**config.mk**
```make
export PLATFORM = sky130hd
export DESIGN_NAME = program_loader
export DESIGN_NICKNAME = d
export VERILOG_FILES = /design/src/rtl/loader_pkg.sv /design/src/rtl/loader_checksum.sv /design/src/rtl/program_loader.sv
export SDC_FILE = /design/constraint.sdc
export NUM_CORES = 1
export LEC_CHECK = 0
export CORE_AREA = 2 2 46 69
export DETAILED_ROUTE_END_ITERATION = 12
export DIE_AREA = 0 0 48 71
export PLACE_DENSITY = 0.71
export SYNTH_ARGS = -nofsm -noshare
export SYNTH_HDL_FRONTEND = slang
export SYNTH_SLANG_ARGS = --single-unit
```
**constraint.sdc**
```tcl
create_clock -name clk -period 1.65 [get_ports clk]
set_input_delay 0.33 -clock clk [delete_from_list [all_inputs] [get_ports clk]]
set_output_delay 0.33 -clock clk [all_outputs]
set_load 0.02 [all_outputs]
```
**src/rtl/loader_pkg.sv**
```systemverilog
// Shared types and default geometry for the boot-time program loader.
package loader_pkg;

    localparam int LOADER_ADDR_W = 4;
    localparam int LOADER_DATA_W = 8;
    localparam int LOADER_LEN    = 16;

    typedef enum logic [2:0] {
        IDLE,
        LOAD,
        WRITE,
        VERIFY_RD,
        VERIFY_CHK,
        RUN,
        ERROR
    } loader_state_t;

endpackage

```
**src/rtl/loader_checksum.sv**
```systemverilog
// Modulo-2^DATA_W byte accumulator with clear and add-enable.
// Only compiled when LOADER_VERIFY_EN is defined; the default build needs no checksum.
`ifdef LOADER_VERIFY_EN
module loader_checksum #(
    parameter int DATA_W = 8
) (
    input  logic              clk,
    input  logic              rst_n,
    input  logic              clr,
    input  logic              add_en,
    input  logic [DATA_W-1:0] add_val,
    output logic [DATA_W-1:0] sum
);

    logic [DATA_W-1:0] sum_d, sum_q;

    always_comb begin
        sum_d = sum_q;
        if (clr)
            sum_d = '0;
        else if (add_en)
            sum_d = sum_q + add_val;
    end

    always_ff @(posedge clk) begin
        if (!rst_n)
            sum_q <= '0;
        else
            sum_q <= sum_d;
    end

    assign sum = sum_q;

endmodule
`endif

```
**src/rtl/program_loader.sv**
```systemverilog
// Streams a program image into the shared RAM, then releases the CPU.
// Define LOADER_VERIFY_EN to add a checksum readback pass before RUN.
module program_loader
    import loader_pkg::*;
#(
    parameter int ADDR_W   = LOADER_ADDR_W,
    parameter int DATA_W   = LOADER_DATA_W,
    parameter int LOAD_LEN = LOADER_LEN
) (
    input  logic              clk,
    input  logic              rst_n,
    input  logic              load_start,
    input  logic [DATA_W-1:0] byte_in,
    input  logic              byte_valid,
    output logic              byte_ready,
    output logic [ADDR_W-1:0] ram_address,
    output logic [DATA_W-1:0] ram_data_in,
    output logic              ram_write_enable,
    output logic              ram_read_enable,
    input  logic [DATA_W-1:0] ram_data_out,
    output logic              active_cpu,
    output logic              load_done,
    output logic              load_error
);

    localparam logic [ADDR_W-1:0] LAST = ADDR_W'(LOAD_LEN - 1);

    loader_state_t     state_d, state_q;
    logic [ADDR_W-1:0] cnt_d, cnt_q, addr_d, addr_q;
    logic [DATA_W-1:0] data_d, data_q;
    logic              we_d, we_q, br_d, br_q, done_d, done_q, act_d, act_q;

`ifdef LOADER_VERIFY_EN
    logic              re_d, re_q, err_d, err_q;
    logic              sum_clr, sum_add, rb_clr, rb_add;
    logic [DATA_W-1:0] load_sum, rb_sum, rb_next;

    loader_checksum #(.DATA_W(DATA_W)) u_load_sum (
        .clk(clk), .rst_n(rst_n), .clr(sum_clr), .add_en(sum_add),
        .add_val(byte_in), .sum(load_sum)
    );

    loader_checksum #(.DATA_W(DATA_W)) u_rb_sum (
        .clk(clk), .rst_n(rst_n), .clr(rb_clr), .add_en(rb_add),
        .add_val(ram_data_out), .sum(rb_sum)
    );

    // The final readback byte has not been accumulated yet when compared.
    assign rb_next = rb_sum + ram_data_out;
`else
    logic unused_ram_data;
    assign unused_ram_data = ^ram_data_out;
`endif

    always_comb begin
        state_d = state_q;
        cnt_d   = cnt_q;
        addr_d  = addr_q;
        data_d  = data_q;
        we_d    = 1'b0;
        br_d    = 1'b0;
        done_d  = 1'b0;
        act_d   = act_q;
`ifdef LOADER_VERIFY_EN
        re_d    = 1'b0;
        err_d   = err_q;
        sum_clr = 1'b0;
        sum_add = 1'b0;
        rb_clr  = 1'b0;
        rb_add  = 1'b0;
`endif
        case (state_q)
            IDLE, RUN, ERROR: begin
                if (load_start) begin
                    state_d = LOAD;
                    cnt_d   = '0;
                    br_d    = 1'b1;
                    act_d   = 1'b0;
`ifdef LOADER_VERIFY_EN
                    err_d   = 1'b0;
                    sum_clr = 1'b1;
`endif
                end
            end
            LOAD: begin
                if (byte_valid && br_q) begin
                    state_d = WRITE;
                    addr_d  = cnt_q;
                    data_d  = byte_in;
                    we_d    = 1'b1;
`ifdef LOADER_VERIFY_EN
                    sum_add = 1'b1;
`endif
                end else begin
                    br_d = 1'b1;
                end
            end
            WRITE: begin
                if (cnt_q != LAST) begin
                    state_d = LOAD;
                    cnt_d   = cnt_q + ADDR_W'(1);
                    br_d    = 1'b1;
                end else begin
`ifdef LOADER_VERIFY_EN
                    state_d = VERIFY_RD;
                    cnt_d   = '0;
                    rb_clr  = 1'b1;
`else
                    state_d = RUN;
                    act_d   = 1'b1;
                    done_d  = 1'b1;
                    addr_d  = '0;
                    data_d  = '0;
`endif
                end
            end
`ifdef LOADER_VERIFY_EN
            VERIFY_RD: begin
                state_d = VERIFY_CHK;
                addr_d  = cnt_q;
                data_d  = '0;
                re_d    = 1'b1;
            end
            VERIFY_CHK: begin
                rb_add = 1'b1;
                if (cnt_q == LAST) begin
                    addr_d = '0;
                    if (rb_next == load_sum) begin
                        state_d = RUN;
                        act_d   = 1'b1;
                        done_d  = 1'b1;
                    end else begin
                        state_d = ERROR;
                        err_d   = 1'b1;
                    end
                end else begin
                    state_d = VERIFY_RD;
                    cnt_d   = cnt_q + ADDR_W'(1);
                end
            end
`endif
            default: state_d = IDLE;
        endcase
    end

    always_ff @(posedge clk) begin
        if (!rst_n) begin
            state_q <= IDLE;
            cnt_q   <= '0;
            addr_q  <= '0;
            data_q  <= '0;
            we_q    <= 1'b0;
            br_q    <= 1'b0;
            done_q  <= 1'b0;
            act_q   <= 1'b0;
`ifdef LOADER_VERIFY_EN
            re_q    <= 1'b0;
            err_q   <= 1'b0;
`endif
        end else begin
            state_q <= state_d;
            cnt_q   <= cnt_d;
            addr_q  <= addr_d;
            data_q  <= data_d;
            we_q    <= we_d;
            br_q    <= br_d;
            done_q  <= done_d;
            act_q   <= act_d;
`ifdef LOADER_VERIFY_EN
            re_q    <= re_d;
            err_q   <= err_d;
`endif
        end
    end

    assign byte_ready       = br_q;
    assign ram_address      = addr_q;
    assign ram_data_in      = data_q;
    assign ram_write_enable = we_q;
    assign active_cpu       = act_q;
    assign load_done        = done_q;
`ifdef LOADER_VERIFY_EN
    assign ram_read_enable  = re_q;
    assign load_error       = err_q;
`else
    assign ram_read_enable  = 1'b0;
    assign load_error       = 1'b0;
`endif

endmodule
```
==> impl_metrics.py, run 1 <==
metrics = {
    "synthesis": {
        "syn_inst": 116,
        "synth_compound_area_share_pct": 12.5,
        "yosysWarnings": 0,
        "synth_top_family_by_area": "simple AND/OR/NAND/NOR gates",
        "synthSimpleGateAreaFrac_pct": 25.4,
        "synth_seq_cells": 23,
        "syn-mean-instance-area_sq_um": 8.92,
        "synthTopCellsByCount": "nand2_1 (28), dfxtp_1 (23), mux2i_1 (12)",
        "synth_xor_xnor_area_share_pct": 0,
        "synth_top_area_share_pct": 44.5,
        "yosysMostFrequentCell": "nand2_1",
        "synth_mux_area_share_pct": 11.6,
        "async_reset_ff_share_pct": 0,
        "ys_types": 33,
        "netlist_area_sq_um": 1030,
        "yosysSeqAreaShare_pct": 44.5,
        "synth_top_area_cell": "dfxtp_1",
        "synth_edf_count": 0,
        "synth-adder-area-share_pct": 1.21,
        "synthTopCellsByArea": "dfxtp_1 (44%), mux2i_1 (12%), nand2_1 (10%)",
        "synthFlopType": "dfxtp_1",
    },
    "drt": {
        "routed_wl_mm": 2.45,
        "first_pass_iters": 4,
        "wl_per_cell_um": 12.3,
        "initialDrtViolationCount": 13,
        "vias": 966,
        "drcViolationCount": 0,
        "ant_nets": 0,
        "routed_via_density": 4.85,
    },
    "cells_and_area": {
        "antenna_cells": 0,
        "multiInputGateArea_sq_um": 552,
        "drive_gt1_share_pct": 17.5,
        "nFillCells": 252,
        "design_area_sq_um": 1520,
        "regArea_sq_um": 460,
        "syn_to_final_growth_pct": 46.6,
        "nets": 182,
        "fin_cells": 199,
    },
    "critical_path": {
        "critPathArrivalTime_ps": 1740,
        "worstPathRequired_ps": 1810,
        "worstSetupStartpointType": "input pin",
        "cp-end-kind": "flop",
        "crit_fanout": 6,
        "critPathKind": "input pin to flop",
    },
    "floorplanning": {
        "start_util_pct": 36.3,
        "num_rows": 24,
        "fp.dieW_um": 48,
        "core-area_sq_um": 2850,
        "dieArea_sq_um": 3410,
        "ios": 38,
        "die-height_um": 71,
    },
    "pwr": {
        "power_density_nw_per_um2": 763,
        "p_leak_nw": 0.661,
        "ir_worst_vdd_v": 0.000522,
    },
    "cts": {
        "htreeDepth": 1,
        "clock_sinks": 23,
        "insertion_delay_ps": 270,
        "root_buffer": "clkbuf_8",
        "cts-buffers-inserted": 3,
        "clk_pin_slew_ps": 90,
        "clockBufferDepth": 2,
        "cts_tree": "done",
    },
    "grt": {
        "grt_use_met1_pct": 18.6,
        "antenna_found_initial": 0,
        "use_met3_pct": 2.30,
        "grt_max_degree": 24,
        "grt_overflow": 0,
        "grt.busiest_layer": "met2",
        "grtUsageMet2_pct": 27.1,
        "grt_pass1_vias": 975,
        "grt_util_all_layers_pct": 16.1,
        "grt_pass1_wl_mm": 4.00,
    },
    "run": {
        "maxCapViolations": 0,
    },
    "placed_design": {
        "gp_congestion": 0.799,
        "dpl-instance-area_sq_um": 1420,
        "dpl.hpwl_mm": 1.69,
        "port_buffers": 27,
        "dp.cells": 190,
    },
    "outcome": {
        "outcome": "finished clean",
    },
    "timing": {
        "max_freq_ghz": 0.630,
        "finalSetupViolCount": 0,
        "period_needed_ps": 1590,
        "slew_violations": 0,
        "tns_ps": 0,
        "skew_ps": 7.16,
        "period_share_pct": 96.2,
        "hold_viol": 0,
        "rsz0062_at_grt": "yes",
        "whs_ps": 465,
    },
    "min_path": {
        "hp-class": "flop to flop",
    },
}
## placed cells by master (no fill, tap or decap), drive strengths merged
cell and count:
nand2 28, conb 2, o311a 1, clkbuf 3
mux2i 12, a2111o 2, o31a 1, ha 1
clkdlybuf4s50 27, a21boi 1, inv 1, o21a 2
a311oi 1, nand3 1, nor2b 5, o221a 2
nor3b 2, nor3 1, o22ai 1, and3 1
nor2 8, or3b 1, and2 4, buf 18
clkinv 1, and4b 1, a31oi 1, dfxtp 23
nand2b 3, a21oi 2, o21ai 3
## power by group
group | leakage (nW) | internal (mW) | switching (mW)
sequential | 0.187 | 0.575 | 0.0122
combinational | 0.449 | 0.113 | 0.0992
clock | 0.0255 | 0.169 | 0.189
total | 0.661 | 0.857 | 0.300
## final timing paths
path,end,slack (ps),from,depth (start not counted)
setup reg to reg,ram_data_in[3],100,cnt_q[0],5
hold reg to reg,ram_address[0],460,ram_address[0],2
hold / removal,ram_address[0],460,ram_address[0],2
setup / recovery,ram_data_in[3],60,byte_valid,5
## through the flow
step                power, mW  utilization, %  worst slack, ps
finish                   1.16            53.2             62.5
global route             1.21            53.2            -11.3
CTS                      1.16            52.6             61.7
detailed placement      0.791            49.8             -296
global placement        0.787            49.8             -280
floorplan               0.709               -             7.96
## cell type report
type / instances / share of cell area [%]
multi-input cells: 87 / 36.4
clock buffers: 3 / 2.72
repair buffers: 45 / 26.7
well taps: 39 / 3.22
clock inverters: 1 / 0.330
inverters: 1 / 0.248
flip-flops and latches: 23 / 30.4
## state kept, by name, summed over array words and instances, names as in the netlist
name,cells
load_done,1
active_cpu,1
ram_write_enable,1
ram_data_in,8
cnt_q,4
ram_address,4
byte_ready,1
state_q,3
## what timing repair did
item	CTS	global route
gates cloned	1	0
gates resized for setup	0	3
hold buffers	0	0
endpoints found under the setup margin	12	11
setup buffers	3	1
pin swaps	2	0
## worst max-delay path: stages
cell and delay [ps]:
clkdlybuf4s50_1 450, nand2_1 60, nor3b_2 170, a2111o_2 570, mux2i_1 160
## routing by layer
| layer | vias to the layer above | wire length, um |
|---|---|---|
| met3 | 5 | 98 |
| met2 | 31 | 1300 |
| li1 | 482 | - |
| met5 | - | 0 |
| met1 | 448 | 997 |
| met4 | 0 | 49 |
## cells by family after synthesis
group           after synthesis
compound gates               16
buf+inv                       8
fa+ha+maj                     1
flops                        23
simple gates                 55
other cells                   1
mux                          12
No activity file was read; power rests on OpenSTA's default activity.
==> run 2, diff against run 1 <==
--- a/config.mk
+++ b/config.mk
@@ -11,4 +11,5 @@
 export PLACE_DENSITY = 0.71
 export SYNTH_ARGS = -nofsm -noshare
 export SYNTH_HDL_FRONTEND = slang
+export SYNTH_HIERARCHICAL = 1
 export SYNTH_SLANG_ARGS = --single-unit
==> results of run 2 <==
No change in the layout: final DEF, timing and power equal those of run 1.
Main changes from that run: Yosys warning count 0 -> 6
==> run 3, diff against run 2 <==
--- a/config.mk
+++ b/config.mk
@@ -9,6 +9,7 @@
 export DETAILED_ROUTE_END_ITERATION = 12
 export DIE_AREA = 0 0 48 71
 export PLACE_DENSITY = 0.71
+export RECOVER_POWER = 25
 export SYNTH_ARGS = -nofsm -noshare
 export SYNTH_HDL_FRONTEND = slang
 export SYNTH_HIERARCHICAL = 1
==> run 3 against run 2 <==
Net effect: critical path depth is the same; synthesized cell count is the same; worst setup slack lost 1.5 ps; register-to-register slack is essentially flat; core utilization shrank 0.088 points; synthesized area is the same; critical endpoint unchanged.
==> impl_metrics.py, run 3 <==
metrics = {
    "floorplanning": {
        "ios": 38,
        "die-height_um": 71,
        "fp.dieW_um": 48,
        "core-area_sq_um": 2850,
        "start_util_pct": 36.3,
        "dieArea_sq_um": 3410,
        "num_rows": 24,
    },
    "cells_and_area": {
        "design_area_sq_um": 1510,
        "mostFrequentLayoutCell": "nand2_1",
        "drive_gt1_share_pct": 16.9,
        "layout_common_cells": "nand2_1 (28), clkdlybuf4s50_1 (25), dfxtp_1 (23)",
        "syn_to_final_growth_pct": 46.3,
        "antenna_cells": 0,
        "largest_reg_flops": 8,
        "nets": 182,
    },
    "grt": {
        "grt_util_all_layers_pct": 16.1,
        "antenna_found_initial": 0,
        "grt_pass1_vias": 975,
        "grt_max_degree": 24,
        "grt_pass1_wl_mm": 4.00,
        "grt_overflow": 0,
    },
    "critical_path": {
        "timing.rr.end": "ram_data_in[3]",
        "crit_path_end": "ram_data_in[3]",
        "r2r_setup_slack_ps": 100,
        "rr_worst_depth": 5,
        "worstPathRequired_ps": 1800,
        "cp-end-kind": "flop",
        "worstReg2RegStart": "cnt_q[0]",
        "critPathArrivalTime_ps": 1740,
        "crit_fanout": 6,
        "startpoint": "byte_valid",
        "critPathKind": "input pin to flop",
        "worstSetupStartpointType": "input pin",
    },
    "cts": {
        "clk_pin_slew_ps": 90,
        "clock_sinks": 23,
        "root_buffer": "clkbuf_8",
        "insertion_delay_ps": 270,
        "cts-buffers-inserted": 3,
        "htreeDepth": 1,
        "cts_tree": "done",
        "clockBufferDepth": 2,
    },
    "drt": {
        "ant_nets": 0,
        "initialDrtViolationCount": 17,
        "routed_via_density": 4.86,
        "drcViolationCount": 0,
        "wl_per_cell_um": 12.3,
        "routed_wl_mm": 2.44,
        "vias": 967,
        "first_pass_iters": 4,
    },
    "synthesis": {
        "synthFlopType": "dfxtp_1",
        "ys_types": 33,
        "synthTopCellsByArea": "dfxtp_1 (44%), mux2i_1 (12%), nand2_1 (10%)",
        "synthTopCellsByCount": "nand2_1 (28), dfxtp_1 (23), mux2i_1 (12)",
        "synth_seq_cells": 23,
        "yosysMostFrequentCell": "nand2_1",
        "yosysWarnings": 6,
        "async_reset_ff_share_pct": 0,
        "synth_edf_count": 0,
        "synth_top_area_share_pct": 44.5,
        "syn_inst": 116,
        "netlist_area_sq_um": 1030,
        "syn-mean-instance-area_sq_um": 8.92,
        "synth_top_area_cell": "dfxtp_1",
        "yosysSeqAreaShare_pct": 44.5,
    },
    "timing": {
        "slew_violations": 0,
        "whs_ps": 465,
        "rsz0062_at_grt": "yes",
        "period_share_pct": 96.3,
        "tns_ps": 0,
        "skew_ps": 7.61,
        "finalSetupViolCount": 0,
        "period_needed_ps": 1590,
        "hold_viol": 0,
        "max_freq_ghz": 0.629,
    },
    "pwr": {
        "ir_worst_vdd_v": 0.000522,
        "p_leak_nw": 0.666,
        "power_density_nw_per_um2": 763,
        "power_mw": 1.16,
    },
    "placed_design": {
        "gp_congestion": 0.799,
        "dpl-instance-area_sq_um": 1420,
        "port_buffers": 27,
        "dpl.hpwl_mm": 1.69,
    },
    "outcome": {
        "outcome": "finished clean",
    },
    "run": {
        "maxCapViolations": 0,
    },
    "min_path": {
        "hp-class": "flop to flop",
    },
}
[run 3: cell counts after synthesis]
Identical to the previous run, type by type.
[run 3: per-layer routing]
metal  vias to the layer above  GRT usage (%)  routed length [um]
li1                        482              -                   -
met1                       452           18.6                1010
met2                        28           27.1                1290
met3                         5           2.30                  84
met4                         0           8.11                  49
met5                         -              0                   0
[run 3: critical path, cell delays in order]
cell and delay [ps]:
clkdlybuf4s50_1 450, nand2_1 60, nor3b_2 170, a2111o_2 570
mux2i_1 160
[run 3: worst min path at each step]
| stage | startpoint | endpoint | slack [ps] | cells after the start |
|---|---|---|---|---|
| after detailed placement | ram_address[0] | ram_address[0] | 460 | 2 |
| after floorplan | cnt_q[0] | cnt_q[0] | 460 | 1 |
| after CTS | ram_address[0] | ram_address[0] | 470 | 2 |
| final | ram_address[0] | ram_address[0] | 460 | 2 |
| after global placement | ram_address[2] | ram_address[2] | 450 | 2 |
| after global routing | ram_address[3] | ram_address[3] | 480 | 2 |
[run 3: kinds of logic (layout without fill, tap and decap cells)]
group,Yosys count,after routing,synth area share [%]
flops,23,23,44.5
buf+inv,8,50,4.47
fa+ha+maj,1,1,1.21
other cells,1,2,0.362
mux,12,12,11.6
compound gates,16,17,12.5
simple gates,55,55,25.4
[run 3: power by group]
group	leakage (nW)	internal, mW	switching, mW
Sequential	0.187	0.575	0.0122
Combinational	0.454	0.112	0.0991
Clock	0.0255	0.169	0.187
Total	0.666	0.856	0.299
[run 3: layout make-up]
class	count	area (sq um)
clock inverters	1	5.00
inverters	1	3.75
well taps	39	48.8
fillers	253	1340
repair buffers	45	405
multi-input cells	87	549
flip-flops and latches	23	460
clock buffers	3	41.3
[run 3: stage by stage]
stage | std cells | setup WS [ps] | utilization [%]
final | 199 | 61.0 | 53.1
after floorplan | 117 | 7.96 | -
after global placement | 190 | -280 | 49.8
after global routing | 199 | -11.3 | 53.1
after detailed placement | 190 | -296 | 49.8
after CTS | 198 | 61.7 | 52.6
[run 3: repair_timing]
item,in CTS,in global routing
pin swaps,2,0
setup buffers,3,1
resized for setup,0,3
cloned,1,0
hold buffers,0,0
setup endpoints to repair,12,11
